`config.mk`:
```
export PLATFORM = sky130hd
export DESIGN_NAME = load_store_unit_flat
export DESIGN_NICKNAME = d
export VERILOG_FILES = /design/src/rtl/load_store_unit_if.sv /design/src/rtl/load_store_unit.sv /design/src/flat_wrapper.sv
export SDC_FILE = /design/constraint.sdc
export NUM_CORES = 1
export LEC_CHECK = 0
export BUFFER_PORTS_ARGS = -buffer_cell sky130_fd_sc_hd__buf_2
export CORE_MARGIN = 10
export CORE_UTILIZATION = 30
export DETAILED_ROUTE_END_ITERATION = 10
export GPL_TIMING_DRIVEN = 0
export MAX_ROUTING_LAYER = met4
export PLACE_DENSITY = 0.47
export SLEW_MARGIN = 10
export SYNTH_ARGS = -nofsm -noshare
export SYNTH_HDL_FRONTEND = slang
export SYNTH_SLANG_ARGS = --single-unit
```
`constraint.sdc`:
```
create_clock -name clk -period 3.9 [get_ports clk]
set_clock_uncertainty 0.05 [all_clocks]
set_input_delay 0.195 -clock clk [delete_from_list [all_inputs] [get_ports clk]]
set_output_delay 0.195 -clock clk [all_outputs]
set_load 0.02 [all_outputs]
```
`src/rtl/load_store_unit_if.sv`:
```
//------------------------------------------------------------------------------
// Module      : load_store_unit_if
// Description : Single-beat memory request/ack bus between LSU and memory.
// Revision    : 1.0 - initial release
//------------------------------------------------------------------------------
`default_nettype none

interface load_store_unit_if;
    logic        mem_req;
    logic        mem_we;
    logic [31:0] mem_addr;
    logic [31:0] mem_wdata;
    logic [3:0]  mem_wstrb;
    logic        mem_ack;
    logic [31:0] mem_rdata;

    modport master (
        output mem_req, mem_we, mem_addr, mem_wdata, mem_wstrb,
        input  mem_ack, mem_rdata
    );

    modport slave (
        input  mem_req, mem_we, mem_addr, mem_wdata, mem_wstrb,
        output mem_ack, mem_rdata
    );
endinterface

`default_nettype wire

```
`src/rtl/load_store_unit.sv`:
```
//------------------------------------------------------------------------------
// Module      : load_store_unit
// Description : Byte/half/word load-store unit; unaligned accesses split into
//               two word beats with lane steering and load extension.
// Revision    : 1.0 - initial release
//------------------------------------------------------------------------------
`default_nettype none

module load_store_unit (
    input  wire logic        clk,
    input  wire logic        rst_n,
    input  wire logic        clk_enable,
    input  wire logic        start,
    input  wire logic        is_store,
    input  wire logic [1:0]  size,
    input  wire logic        load_unsigned,
    input  wire logic [31:0] addr,
    input  wire logic [31:0] addr_next,
    input  wire logic [31:0] store_data,
    output logic      [31:0] load_data,
    output logic             done,
    output logic             busy,
    load_store_unit_if.master mem
);

    typedef enum logic [1:0] {
        IDLE  = 2'd0,
        BEAT0 = 2'd1,
        BEAT1 = 2'd2,
        DONE  = 2'd3
    } state_t;

    state_t      r_state;
    state_t      w_state_next;

    logic        r_is_store;
    logic [1:0]  r_size;
    logic        r_unsigned;
    logic [31:0] r_addr;
    logic [31:0] r_addr_next;
    logic [31:0] r_store_data;
    logic [31:0] r_rbuf_lo;
    logic [31:0] r_load_data;

    logic [1:0]  w_off;
    logic [2:0]  w_nbytes;
    logic        w_split;
    logic [7:0]  w_byte_mask;
    logic [7:0]  w_strb64;
    logic [31:0] w_data_masked;
    logic [63:0] w_wdata64;
    logic [55:0] w_window;
    logic [31:0] w_aligned;
    logic [31:0] w_load_result;

    logic        w_req;
    logic        w_we;
    logic [31:0] w_addr;
    logic [31:0] w_wdata;
    logic [3:0]  w_wstrb;
    logic        w_done;

    assign w_off = r_addr[1:0];

    always_comb begin
        w_nbytes      = 3'd4;
        w_byte_mask   = 8'h0F;
        w_data_masked = r_store_data;
        case (r_size)
            2'b00: begin
                w_nbytes      = 3'd1;
                w_byte_mask   = 8'h01;
                w_data_masked = {24'h0, r_store_data[7:0]};
            end
            2'b01: begin
                w_nbytes      = 3'd2;
                w_byte_mask   = 8'h03;
                w_data_masked = {16'h0, r_store_data[15:0]};
            end
            default: ;
        endcase
    end

    assign w_split   = (({1'b0, w_off} + w_nbytes) > 3'd4);
    assign w_strb64  = w_byte_mask << w_off;
    assign w_wdata64 = {32'h0, w_data_masked} << {w_off, 3'b000};

    // Only 56 bits of the two-beat buffer can ever reach the result window,
    // and the live high half is taken straight from the bus in the ack cycle.
    assign w_window = (r_state == BEAT1) ? {mem.mem_rdata[23:0], r_rbuf_lo}
                                         : {24'h0, mem.mem_rdata};

    always_comb begin
        w_aligned = w_window[31:0];
        case (w_off)
            2'd1:    w_aligned = w_window[39:8];
            2'd2:    w_aligned = w_window[47:16];
            2'd3:    w_aligned = w_window[55:24];
            default: w_aligned = w_window[31:0];
        endcase
    end

    always_comb begin
        w_load_result = w_aligned;
        case (r_size)
            2'b00: w_load_result = {{24{~r_unsigned & w_aligned[7]}},  w_aligned[7:0]};
            2'b01: w_load_result = {{16{~r_unsigned & w_aligned[15]}}, w_aligned[15:0]};
            default: w_load_result = w_aligned;
        endcase
    end

    always_comb begin
        w_state_next = r_state;
        w_req        = 1'b0;
        w_we         = 1'b0;
        w_addr       = 32'h0;
        w_wdata      = 32'h0;
        w_wstrb      = 4'h0;
        w_done       = 1'b0;
        case (r_state)
            IDLE: begin
                if (start) w_state_next = BEAT0;
            end
            BEAT0: begin
                w_req  = 1'b1;
                w_we   = r_is_store;
                w_addr = {r_addr[31:2], 2'b00};
                if (r_is_store) begin
                    w_wdata = w_wdata64[31:0];
                    w_wstrb = w_strb64[3:0];
                end
                if (mem.mem_ack) w_state_next = w_split ? BEAT1 : DONE;
            end
            BEAT1: begin
                w_req  = 1'b1;
                w_we   = r_is_store;
                w_addr = r_addr_next & 32'hFFFF_FFFC;
                if (r_is_store) begin
                    w_wdata = w_wdata64[63:32];
                    w_wstrb = w_strb64[7:4];
                end
                if (mem.mem_ack) w_state_next = DONE;
            end
            DONE: begin
                w_done       = 1'b1;
                w_state_next = IDLE;
            end
            default: w_state_next = IDLE;
        endcase
    end

    always_ff @(posedge clk or negedge rst_n) begin
        if (!rst_n) begin
            r_state <= IDLE;
        end else if (clk_enable) begin
            r_state <= w_state_next;
        end
    end

    always_ff @(posedge clk or negedge rst_n) begin
        if (!rst_n) begin
            r_is_store   <= 1'b0;
            r_size       <= 2'b00;
            r_unsigned   <= 1'b0;
            r_addr       <= 32'h0;
            r_addr_next  <= 32'h0;
            r_store_data <= 32'h0;
        end else if (clk_enable && (r_state == IDLE) && start) begin
            r_is_store   <= is_store;
            r_size       <= size;
            r_unsigned   <= load_unsigned;
            r_addr       <= addr;
            r_addr_next  <= addr_next;
            r_store_data <= store_data;
        end
    end

    always_ff @(posedge clk or negedge rst_n) begin
        if (!rst_n) begin
            r_rbuf_lo   <= 32'h0;
            r_load_data <= 32'h0;
        end else if (clk_enable) begin
            if ((r_state == BEAT0) && mem.mem_ack) r_rbuf_lo <= mem.mem_rdata;
            if ((r_state != DONE) && (w_state_next == DONE) && !r_is_store)
                r_load_data <= w_load_result;
        end
    end

    assign mem.mem_req   = w_req;
    assign mem.mem_we    = w_we;
    assign mem.mem_addr  = w_addr;
    assign mem.mem_wdata = w_wdata;
    assign mem.mem_wstrb = w_wstrb;
    assign load_data     = r_load_data;
    assign done          = w_done;
    assign busy          = (r_state != IDLE);

endmodule

`default_nettype wire

```
`src/flat_wrapper.sv`:
```
// flat-port wrapper written by rule: the top's interface ports become plain ports
module load_store_unit_flat 
  (clk, rst_n, clk_enable, start, is_store, size, load_unsigned, addr, addr_next, store_data, load_data, done, busy, mem_mem_req, mem_mem_we, mem_mem_addr, mem_mem_wdata, mem_mem_wstrb, mem_mem_ack, mem_mem_rdata);
  load_store_unit_if mem_i ();
  input  wire logic clk;
  input  wire logic rst_n;
  input  wire logic clk_enable;
  input  wire logic start;
  input  wire logic is_store;
  input  wire logic [1:0] size;
  input  wire logic load_unsigned;
  input  wire logic [31:0] addr;
  input  wire logic [31:0] addr_next;
  input  wire logic [31:0] store_data;
  output logic      [31:0] load_data;
  output logic done;
  output logic busy;
  output wire logic [$bits(mem_i.mem_req)-1:0] mem_mem_req;
  output wire logic [$bits(mem_i.mem_we)-1:0] mem_mem_we;
  output wire logic [$bits(mem_i.mem_addr)-1:0] mem_mem_addr;
  output wire logic [$bits(mem_i.mem_wdata)-1:0] mem_mem_wdata;
  output wire logic [$bits(mem_i.mem_wstrb)-1:0] mem_mem_wstrb;
  input wire logic [$bits(mem_i.mem_ack)-1:0] mem_mem_ack;
  input wire logic [$bits(mem_i.mem_rdata)-1:0] mem_mem_rdata;
  assign mem_mem_req = mem_i.mem_req;
  assign mem_mem_we = mem_i.mem_we;
  assign mem_mem_addr = mem_i.mem_addr;
  assign mem_mem_wdata = mem_i.mem_wdata;
  assign mem_mem_wstrb = mem_i.mem_wstrb;
  assign mem_i.mem_ack = mem_mem_ack;
  assign mem_i.mem_rdata = mem_mem_rdata;
  load_store_unit u_core (.clk(clk), .rst_n(rst_n), .clk_enable(clk_enable), .start(start), .is_store(is_store), .size(size), .load_unsigned(load_unsigned), .addr(addr), .addr_next(addr_next), .store_data(store_data), .load_data(load_data), .done(done), .busy(busy), .mem(mem_i));
endmodule
```
After elaboration in Yosys (flattened, before gate mapping)
Cells that the tools add are included.
Widths: inputs -> output; s select.
{ "totals": {"inputBits": 137, "ff_bits": 166} }
{ "op_classes": {"muxes": 21, "n_reduce_logical": 12, "eq_ne": 9, "order_cmp": 1, "bitwise_logic": 3, "n_addsub": 1, "n_shift": 2} }
{ "ops": {"columns": ["cell", "count"], "rows": [
  ["$pmux 32 s2", 4],
  ["$pmux 32 s3", 1],
  ["$mux 32", 2],
  ["$shl 32x5->64", 1],
  ["$mux 56", 1],
  ["$pmux 4 s2", 2],
  ["$eq 2x2->1 const B", 5],
  ["$mux 4", 2],
  ["$pmux 2 s4", 1],
  ["$shl 4x2->8", 1],
  ["$eq 2x1->1 const B", 3],
  ["$mux 2", 3],
  ["$pmux 3 s2", 1],
  ["$logic_and 1x1->1", 5],
  ["$logic_not 2->1", 2],
  ["$mux 1", 4],
  ["$reduce_and 2->1", 2],
  ["$add 2x3->3", 1],
  ["$gt 3x3->1 const B", 1],
  ["$and 1x1->1", 2],
  ["$ne 2x2->1 const B", 1],
  ["$reduce_bool 2->1", 1],
  ["$reduce_or 2->1", 1],
  ["$logic_not 1->1", 1],
  ["$not 1->1", 1]
]} }

Depth between registers and ports, before layout
Gate-level depths: netlist of the first run.
{ "logic_depth": {"ltp_word": 11, "ltp_mapped": 15, "mapped_depth_nobuf": 10} }

Worst setup path before layout of the first run
OpenSTA, ideal clock, no wires.
{ "synth_timing": {"path_type": "register -> register", "start": "register u_core.r_size[1]", "end": "register u_core.r_load_data[7] (netlist: u_core.load_data[7])", "path_buffers": 4, "synth_period_minus_slack_ns": 3.055, "t_arrival_ns": 2.880, "path_stages_with_launch": 14, "t_required_ns": 3.725, "slack_ns": 0.845, "cell_sequence": "dfrtp_1 buf_2 or2_2 buf_2 buf_2 clkinv_1 ha_1 inv_1 fa_1 xor2_1 a211oi_2 nor4_2 buf_4 mux2_2"} }
{ "synth_between": {"elab_chain_len": 11, "elab_cells_between_ends": 12, "classes_between": "1 x add/sub; 1 x order compare; 2 x eq/ne; 4 x mux; 4 x reduce/logical"} }
{ "synth_lines": {"columns": ["element", "line", "source"], "rows": [
  ["start: declaration", "load_store_unit.sv:37", "logic [1:0] r_size;"],
  ["start signal: assignment", "load_store_unit.sv:170", "r_size <= size;"],
  ["$eq 2x1->1 / $logic_not 2->1 (equally long branches)", "load_store_unit.sv:69", "case (r_size)"],
  ["$pmux 3 s2 (*)", "load_store_unit.sv:69", null],
  ["$add 2x3->3 (*)", "load_store_unit.sv:84", "assign w_split = (({1'b0, w_off} + w_nbytes) > 3'd4);"],
  ["$gt 3x3->1 (*)", "load_store_unit.sv:84", null],
  ["$mux 1 (*)", "load_store_unit.sv:132", "if (mem.mem_ack) w_state_next = w_split ? BEAT1 : DONE;"],
  ["$mux 2 (*)", "load_store_unit.sv:132", null],
  ["$pmux 2 s4 (*)", "load_store_unit.sv:120", "case (r_state)"],
  ["$eq 2x2->1 (*)", "load_store_unit.sv:184", "if ((r_state != DONE) && (w_state_next == DONE) && !r_is_store)"],
  ["$logic_and 1x1->1 (*) (2 in series)", "load_store_unit.sv:184", null],
  ["$reduce_and 2->1 (no source line) (*)", null, null],
  ["end signal: assignment", "load_store_unit.sv:185", "r_load_data <= w_load_result;"],
  ["end: declaration", "load_store_unit.sv:43", "logic [31:0] r_load_data;"]
]} }
Mark *: on every way between the ends. The rest lies on a longest branch, timed or not.
A chain may end at the register's enable or synchronous reset.

Worst setup path in the final report of the first run
{ "layout_timing": {"start": "register u_core.r_state[0]", "end": "output port mem_mem_wstrb[1]"} }
{ "layout_between": {"elab_chain_len": 2, "elab_cells_between_ends": 3, "classes_between": "2 x eq/ne; 1 x mux"} }
{ "layout_lines": {"columns": ["element", "line", "source"], "rows": [
  ["start: declaration", "load_store_unit.sv:33", "state_t r_state;"],
  ["start signal: assignment", "load_store_unit.sv:156", "r_state <= w_state_next;"],
  ["$eq 2x2->1 / $eq 2x1->1 (equally long branches)", "load_store_unit.sv:120", null],
  ["$pmux 4 s2 (*)", "load_store_unit.sv:120", null],
  ["end: declaration", "flat_wrapper.sv:22", "output wire logic [$bits(mem_i.mem_wstrb)-1:0] mem_mem_wstrb;"]
]} }
Marks and branches as above.

==> metrics.md, run 1 <==
| Metric | Value |
|---|---|
| Status | `finished clean` |
| Synth warn | `0` |
| Seq cells post-synth | `164` |
| Net load switching power | `4.76 mW` |
| Finished Cell Area | `0.0129 mm2` |
| CP Class | `reg -> out` |
| Slowest cell on crit path | `clkbuf_1` |
| Multi-input logic area | `0.00479 mm2` |
| Crit. End Element | `primary output` |
| Area Growth Syn to Fin | `38.9%` |
| Power per cell area | `834 mW/mm2` |
| Final min period | `3.74 ns` |
| I/O pin cnt | `241` |
| DRC viols | `0` |
| Leading area contributor after synthesis | `dfrtp_1` |
| WP buf/inv | `7` |
| Sw Share | `44.3%` |
| Clk_lat worst skew | `0.46 ns` |
| Worst Path Required | `3.65 ns` |
| Startpoint types | `flop` |
| Initial antenna violation count | `8` |
| Crit path DAT | `3.50 ns` |
| Synth top area share | `44.2%` |
| Ranking of synthesized cells by area | `dfrtp_1 44%, mux2_2 18%, a22oi_1 4.2%` |
| Drt pass-1 iters | `5` |
| Period utilisation layout | `96.0%` |
| Wire length per cell | `22.7 um` |
| Register area | `0.00410 mm2` |
| GRT Util Overall | `19.8%` |
| # port buffers | `235` |
| Hold_ws | `0.0237 ns` |
| Synth Flop Type | `dfrtp_1` |
| Starting Density | `30.4%` |
| Critical Path, Cell by Cell | `inv_1, ha_1, buf_6, buf_4, buf_2, clkbuf_1, buf_2, a32oi_1, nor2_1, buf_2` |
| P_leak | `5.69 nW` |
| Fin Setup TNS | `0 ns` |
| CTS tree | `yes` |
| Combinational power share | `54.4%` |
| Max IR drop VDD | `420 uV` |
| Final hold violation count | `0` |
| Dpl hpwl | `27.5 mm` |
| CTS H-tree depth | `4` |
| Slew Viols, Final | `0` |
| Number of DRC markers in iteration 0 | `590` |
| Die Y | `196 um` |
| Worst Path Max Fanout | `10` |
| Detail Route Antenna Nets | `0` |
| Cell count after synthesis | `852` |
| Slew @ Worst Pin | `0.877 ns` |
| Rel. slew slack | `41.6%` |
| Max Cap Viol | `0` |
| Largest net degree at the start of global routing | `87` |
| Dpl cell area | `0.0110 mm2` |
| Reg power frac | `29.4%` |
| Clock buffer depth | `2` |
| Final Setup Violations | `0` |
| F_max | `267 MHz` |
| Core area | `0.0306 mm2` |
| HP Class | `in -> reg` |
| Wire length after detailed routing | `37.5 mm` |
| Clock Power Share | `16.2%` |
| Layout cell share with drive strength beyond 1 | `37.7%` |
| First-pass GRT wire length | `56.8 mm` |
| Most Frequent Cell on Critical Path | `buf_2` |
| Sequential share of the synthesized area | `44.2%` |
| Max incr delay on CP | `0.55 ns` |
| Design internal power | `5.99 mW` |
| DIE AREA | `0.0384 mm2` |
| Grt ovf | `0` |
| Total power | `10.8 mW` |
| Fin util | `42.2%` |
| Gp weighted congestion | `0.891` |
| Fill count | `3032` |
| Postcts setup bufs | `0` |
| Post-synth EDFFs | `0` |
| Vias in the first global route | `8891` |
| Number of vias per cell | `5.08` |
| # nets final | `1381` |
| Chip width | `196 um` |
| Floorplan row count | `64` |
| Synth cell types | `54` |
| Syn_area_per_cell | `10.9 um2` |
| Cts bufs inserted | `17` |
| Most frequent cells in the layout | `257 x buf_2, 164 x dfrtp_1, 152 x mux2_2` |
| Syn Std Cell Area | `0.00929 mm2` |
| RSZ-0062 raised after global routing | `false` |
| CTS sink cnt | `164` |
| Vias after detailed routing | `8386` |
| Leading cell type in the layout, fill and taps excluded | `buf_2` |
| CTS root buf | `clkbuf_16` |
| Asr flop ratio synth | `100%` |
| Clock transition at path regs | `0.07 ns` |
| CP top delay family | `buffers and inverters` |
[synth_stat cells (6+ instances only)]
cell type,count
a32o_1,8
a31oi_1,11
mux2i_1,29
a22o_1,8
o22a_1,8
ha_1,7
nor2_1,64
clkbuf_1,35
nand2_1,41
buf_1,9
o21ai_0,20
mux2_2,152
a21oi_1,45
buf_2,23
a21o_1,6
inv_1,9
o221ai_1,9
mux4_2,10
buf_4,7
nor3_1,8
a2bb2oi_1,7
a22oi_1,52
nor2b_1,58
dfrtp_1,164
a211oi_1,7
[per-layer routing]
layer | share of wire [%] | vias up | GRT usage [%] | wire (um)
li1 | - | 3892 | - | -
met1 | 44 | 4165 | 25.3 | 16700
met2 | 47 | 303 | 30.7 | 17800
met3 | 7.0 | 26 | 5.15 | 2630
met4 | 1.2 | 0 | 4.61 | 433
met5 | 0 | - | - | 0
[metrics by stage]
step / setup slack, ns / instances
after global routing: 0.0237 / 1652
after detailed placement: 0.00222 / 1485
after floorplan: 0.845 / 853
after CTS: 0.118 / 1644
final: 0.156 / 1652
after global placement: -0.387 / 1484
[state kept, by name (all words and copies together) (netlist names)]
register,flops
u_core.load_data,32
u_core.r_addr,32
u_core.r_rbuf_lo,32
u_core.r_store_data,32
u_core.r_addr_next,30
u_core.r_size,2
u_core.r_state,2
u_core.r_is_store,1
u_core.r_unsigned,1
[power by group through the flow]
stage / clock, mW / sequential, mW / combinational, mW
after floorplan: 0 / 3.18 / 3.73
after global placement: 0 / 3.17 / 5.67
after detailed placement: 0 / 3.18 / 5.71
after CTS: 1.77 / 3.15 / 5.84
after global routing: 1.84 / 3.27 / 6.33
final: 1.74 / 3.17 / 5.85
[area by class of cell]
class                      count  area share (%)
clock buffer                  21            3.57
timing repair buffer         364            19.3
buffer                        77            2.85
multi-input combinational    601            37.1
sequential                   164            31.8
clock inverter                10           0.961
antenna                        8           0.155
inverter                      11           0.330
tap                          396            3.84
[final timing paths]
path | start | end | slack, ns | depth (start not counted)
worst min-delay path | mem_mem_rdata[11] | u_core.r_rbuf_lo[11] | 0.02 | 2
worst max register to register | u_core.r_size[1] | u_core.load_data[27] | 0.29 | 15
max in group asynchronous | rst_n | u_core.r_store_data[15] | 2.64 | 3
worst max-delay path | u_core.r_state[0] | mem_mem_wstrb[1] | 0.16 | 10
worst min register to register | u_core.load_data[15] | u_core.load_data[15] | 0.44 | 1
min in group asynchronous | rst_n | u_core.r_addr_next[3] | 0.28 | 2
[cell families (layout without fill, tap and decap cells)]
group	count (synthesis)	count (layout)	synth area share [%]
DFF	164	164	44.2
and+or+nand+nor	191	191	9.98
muxes	195	195	24.5
buffers and inverters	88	483	4.39
AOI/OAI and AO/OA	204	204	15.6
other	1	10	0.0404
adders and majority gates	8	8	1.16
xor gates and xnor gates	1	1	0.0943
[what timing repair did]
| item | CTS | global route |
|---|---|---|
| pin swaps | 0 | 0 |
| resized for setup | 2 | 1 |
| cloned | 0 | 0 |
| endpoints found under the setup margin | 5 | 30 |
| hold endpoints to repair | 212 | 0 |
| hold buffers | 128 | 0 |
Note: power is estimated with default switching activity, not from simulation.
==> inputs of run 2 (changes only) <==
Settings changed: ABC_AREA from default to 1.
==> run 2 against run 1 <==
Against the previous run:
- die area increased by 1.8%
- register-to-register slack improved by 0.54 ns
- non-clock buffer count decreased by 1
- combinational power decreased by 1%
- sequential power decreased by 5%
- via count increased by 17%
- critical path type unchanged
- highest routed layer unchanged
==> metrics.md, run 2 <==
| Metric | Value |
|---|---|
| CP Class | `reg -> out (unchanged)` |
| Synth warn | `0 (unchanged)` |
| Hold_ws | `0.0178 ns (was 0.0237 ns)` |
| Final Non-Filler Cells | `2013 (was 1652)` |
| Synth cell types | `38 (was 54)` |
| Vias after detailed routing | `9770 (was 8386)` |
| WP buf/inv | `4 (was 7)` |
| Postcts setup bufs | `0 (unchanged)` |
| Starting Density | `30.2% (was 30.4%)` |
| Number of DRC markers in iteration 0 | `613 (was 590)` |
| Clock buffer depth | `2 (unchanged)` |
| Final Setup Violations | `0 (unchanged)` |
| CTS sink cnt | `164 (unchanged)` |
| Clock Power Share | `16.2% (about the same)` |
| Layout cell share with drive strength beyond 1 | `27.3% (was 37.7%)` |
| Number of vias per cell | `4.85 (was 5.08)` |
| Seq cells post-synth | `164 (unchanged)` |
| Final min period | `3.23 ns (was 3.74 ns)` |
| Clk_lat worst skew | `0.45 ns (was 0.46 ns)` |
| Reg power frac | `28.7% (was 29.4%)` |
| Sw Share | `48.3% (was 44.3%)` |
| Area Growth Syn to Fin | `37.6% (was 38.9%)` |
| Syn Std Cell Area | `0.00948 mm2 (was 0.00929 mm2)` |
| Post-CTS resize count | `0 (was 2)` |
| Max Cap Viol | `0 (unchanged)` |
| Slew Viols, Final | `0 (unchanged)` |
| Synth top area share | `43.3% (was 44.2%)` |
| CTS H-tree depth | `4 (unchanged)` |
| Asr flop ratio synth | `100% (unchanged)` |
| P_leak | `6.57 nW (was 5.69 nW)` |
| Design internal power | `5.40 mW (was 5.99 mW)` |
| CP top delay family | `buffers and inverters (unchanged)` |
| Crit path DAT | `2.99 ns (was 3.50 ns)` |
| Largest net degree at the start of global routing | `58 (was 87)` |
| CTS hold repair buffers | `123 (was 128)` |
| Max incr delay on CP | `0.74 ns (was 0.55 ns)` |
| First-pass GRT wire length | `59.8 mm (was 56.8 mm)` |
| Gp weighted congestion | `0.926 (was 0.891)` |
| Most frequent cells in the layout | `392 x nand2_1, 267 x buf_2, 164 x dfrtp_1 (was 257 x buf_2, 164 x dfrtp_1, 152 x mux2_2)` |
| Cell count after synthesis | `1214 (was 852)` |
| Syn_area_per_cell | `7.81 um2 (was 10.9 um2)` |
| Leading cell type in the layout, fill and taps excluded | `nand2_1 (was buf_2)` |
| Leading area contributor after synthesis | `dfrtp_1 (unchanged)` |
| Dpl hpwl | `29.5 mm (was 27.5 mm)` |
| I/O pin cnt | `241 (unchanged)` |
| CTS root buf | `clkbuf_16 (unchanged)` |
| GRT Util Overall | `20.5% (was 19.8%)` |
| RSZ-0062 raised after global routing | `false (unchanged)` |
| Cts bufs inserted | `17 (unchanged)` |
| Floorplan row count | `65 (was 64)` |
| # placed instances | `1855 (was 1485)` |
| Max IR drop VDD | `429 uV (was 420 uV)` |
| Ranking of synthesized cells by area | `dfrtp_1 43%, nand2_1 16%, mux2_2 11% (was dfrtp_1 44%, mux2_2 18%, a22oi_1 4.2%)` |
| Wire length after detailed routing | `38.5 mm (was 37.5 mm)` |
| Drt pass-1 iters | `6 (was 5)` |
| Total power | `10.5 mW (was 10.8 mW)` |
| Sequential share of the synthesized area | `43.3% (was 44.2%)` |
| Worst Path Required | `3.65 ns (about the same)` |
| Worst Path Max Fanout | `10 (unchanged)` |
| Final hold violation count | `0 (unchanged)` |
| # port buffers | `236 (was 235)` |
| Vias in the first global route | `10300 (was 8891)` |
| Combinational power share | `55.2% (was 54.4%)` |
| Rel. slew slack | `45.5% (was 41.6%)` |
| Fill count | `3288 (was 3032)` |
| Die Y | `198 um (was 196 um)` |
| Period utilisation layout | `82.8% (was 96.0%)` |
| DRC viols | `0 (unchanged)` |
| Count leader, synth | `nand2_1 (was dfrtp_1)` |
| Critical Path, Cell by Cell | `inv_1, ha_1, buf_4, clkinv_1, nor2_1, nand2_1, a21oi_1, buf_2 (was inv_1, ha_1, buf_6, buf_4, buf_2, clkbuf_1, buf_2, a32oi_1, nor2_1, buf_2)` |
| Dpl cell area | `0.0112 mm2 (was 0.0110 mm2)` |
| Startpoint types | `flop (unchanged)` |
| Detail Route Antenna Nets | `0 (unchanged)` |
| Slowest cell on crit path | `nor2_1 (was clkbuf_1)` |
| # nets final | `1740 (was 1381)` |
| Status | `finished clean (unchanged)` |
| Chip width | `198 um (was 196 um)` |
| Wire length per cell | `19.1 um (was 22.7 um)` |
| CTS tree | `yes (unchanged)` |
| Synth Flop Type | `dfrtp_1 (unchanged)` |
| Grt ovf | `0 (unchanged)` |
| Clock transition at path regs | `0.07 ns (about the same)` |
| DIE AREA | `0.0391 mm2 (was 0.0384 mm2)` |
| Initial antenna violation count | `4 (was 8)` |
| Slew @ Worst Pin | `0.814 ns (was 0.877 ns)` |
| Top cells by count, synth | `392 x nand2_1, 164 x dfrtp_1, 92 x o21ai_0, 89 x mux2_2, 82 x inv_1 (was 164 x dfrtp_1, 152 x mux2_2, 64 x nor2_1, 58 x nor2b_1, 52 x a22oi_1)` |
| Net load switching power | `5.05 mW (was 4.76 mW)` |
| Power per cell area | `802 mW/mm2 (was 834 mW/mm2)` |
| Fin util | `41.5% (was 42.2%)` |
| Core area | `0.0314 mm2 (was 0.0306 mm2)` |
| Crit. End Element | `primary output (unchanged)` |
| F_max | `310 MHz (was 267 MHz)` |
| Finished Cell Area | `0.0130 mm2 (was 0.0129 mm2)` |
| Post-synth EDFFs | `0 (unchanged)` |
| HP Class | `in -> reg (unchanged)` |
## run 2: cell count changes in the layout (fill, tap and decap cells not counted), sizes merged, moves of 33 or more
cell,before,now
a21oi,45,78
nand3,3,54
nor2b,58,0
mux2,156,89
a22oi,52,2
inv,11,99
o21ai,20,106
nand2,42,398
## run 2: metrics by stage
step	TNS [ns]	worst slack, ns
global route	0	0.466
detailed placement	0	0.836
floorplan	0	1.51
global placement	-46.67	-0.302
CTS	0	0.677
finish	0	0.669
## run 2: layer usage
layer / global-route usage (%) / part of all wire [%] / up-vias
met2: 32.9 / 47 / 344
met5: - / 0 / -
met4: 6.29 / 2.3 / 0
met3: 4.74 / 6.2 / 49
met1: 25.1 / 44 / 4642
li1: - / - / 4735
## run 2: final cells by class
cell class                 instances  area [um2]  share of cell area, %
multi-input combinational        877        4600                   35.2
sequential                       164        4100                   31.5
timing repair buffer             361        2480                   19.0
tap                              402         503                   3.86
clock buffer                      17         425                   3.26
buffer                            79         423                   3.24
inverter                          95         357                   2.73
clock inverter                    14         146                   1.12
antenna                            4        10.0                 0.0768
## run 2: path summary, 6_finish.rpt
path                                startpoint                     end  slack [ns]  depth (start not counted)
max                          u_core.r_state[1]       mem_mem_wdata[14]        0.67                          8
min                          mem_mem_rdata[22]    u_core.r_rbuf_lo[22]        0.02                          3
max reg2reg                   u_core.r_addr[1]    u_core.load_data[18]        0.83                         15
min reg2reg                u_core.load_data[0]     u_core.load_data[0]        0.42                          2
max in group asynchronous                rst_n  u_core.r_addr_next[31]        2.92                          3
min in group asynchronous                rst_n    u_core.r_rbuf_lo[29]        0.20                          2
## run 2: logic make-up after synthesis
| kind of cell | Yosys count | synth area share [%] |
|---|---|---|
| mux | 89 | 10.6 |
| other cells | 1 | 0.0396 |
| flops | 164 | 43.3 |
| fa+ha+maj | 8 | 1.14 |
| compound gates | 220 | 12.5 |
| simple gates | 558 | 24.2 |
| buf+inv | 174 | 8.23 |
## run 2: power by group through the flow
stage                     Clock [mW]  Combinational (mW)  Sequential [mW]
after global placement             0                5.62             3.00
after detailed placement           0                5.68             3.02
after global routing            1.81                6.37             3.09
after floorplan                    0                3.66             3.04
final                           1.69                5.77             3.00
after CTS                       1.74                5.79             2.99
## run 2: worst register-to-register path, cell delays in order, from the launching register on
cell      delay [ns]
dfrtp_1         0.36
buf_4           0.19
inv_2           0.15
buf_2           0.27
buf_2           0.32
fa_1            0.44
a21oi_1         0.13
nand2_1         0.06
nand2_1         0.05
nand2_1         0.05
nand2_1         0.05
nand2_1         0.07
nand2_2         0.20
clkbuf_1        0.39
nand2_1         0.12
nand2_1         0.08
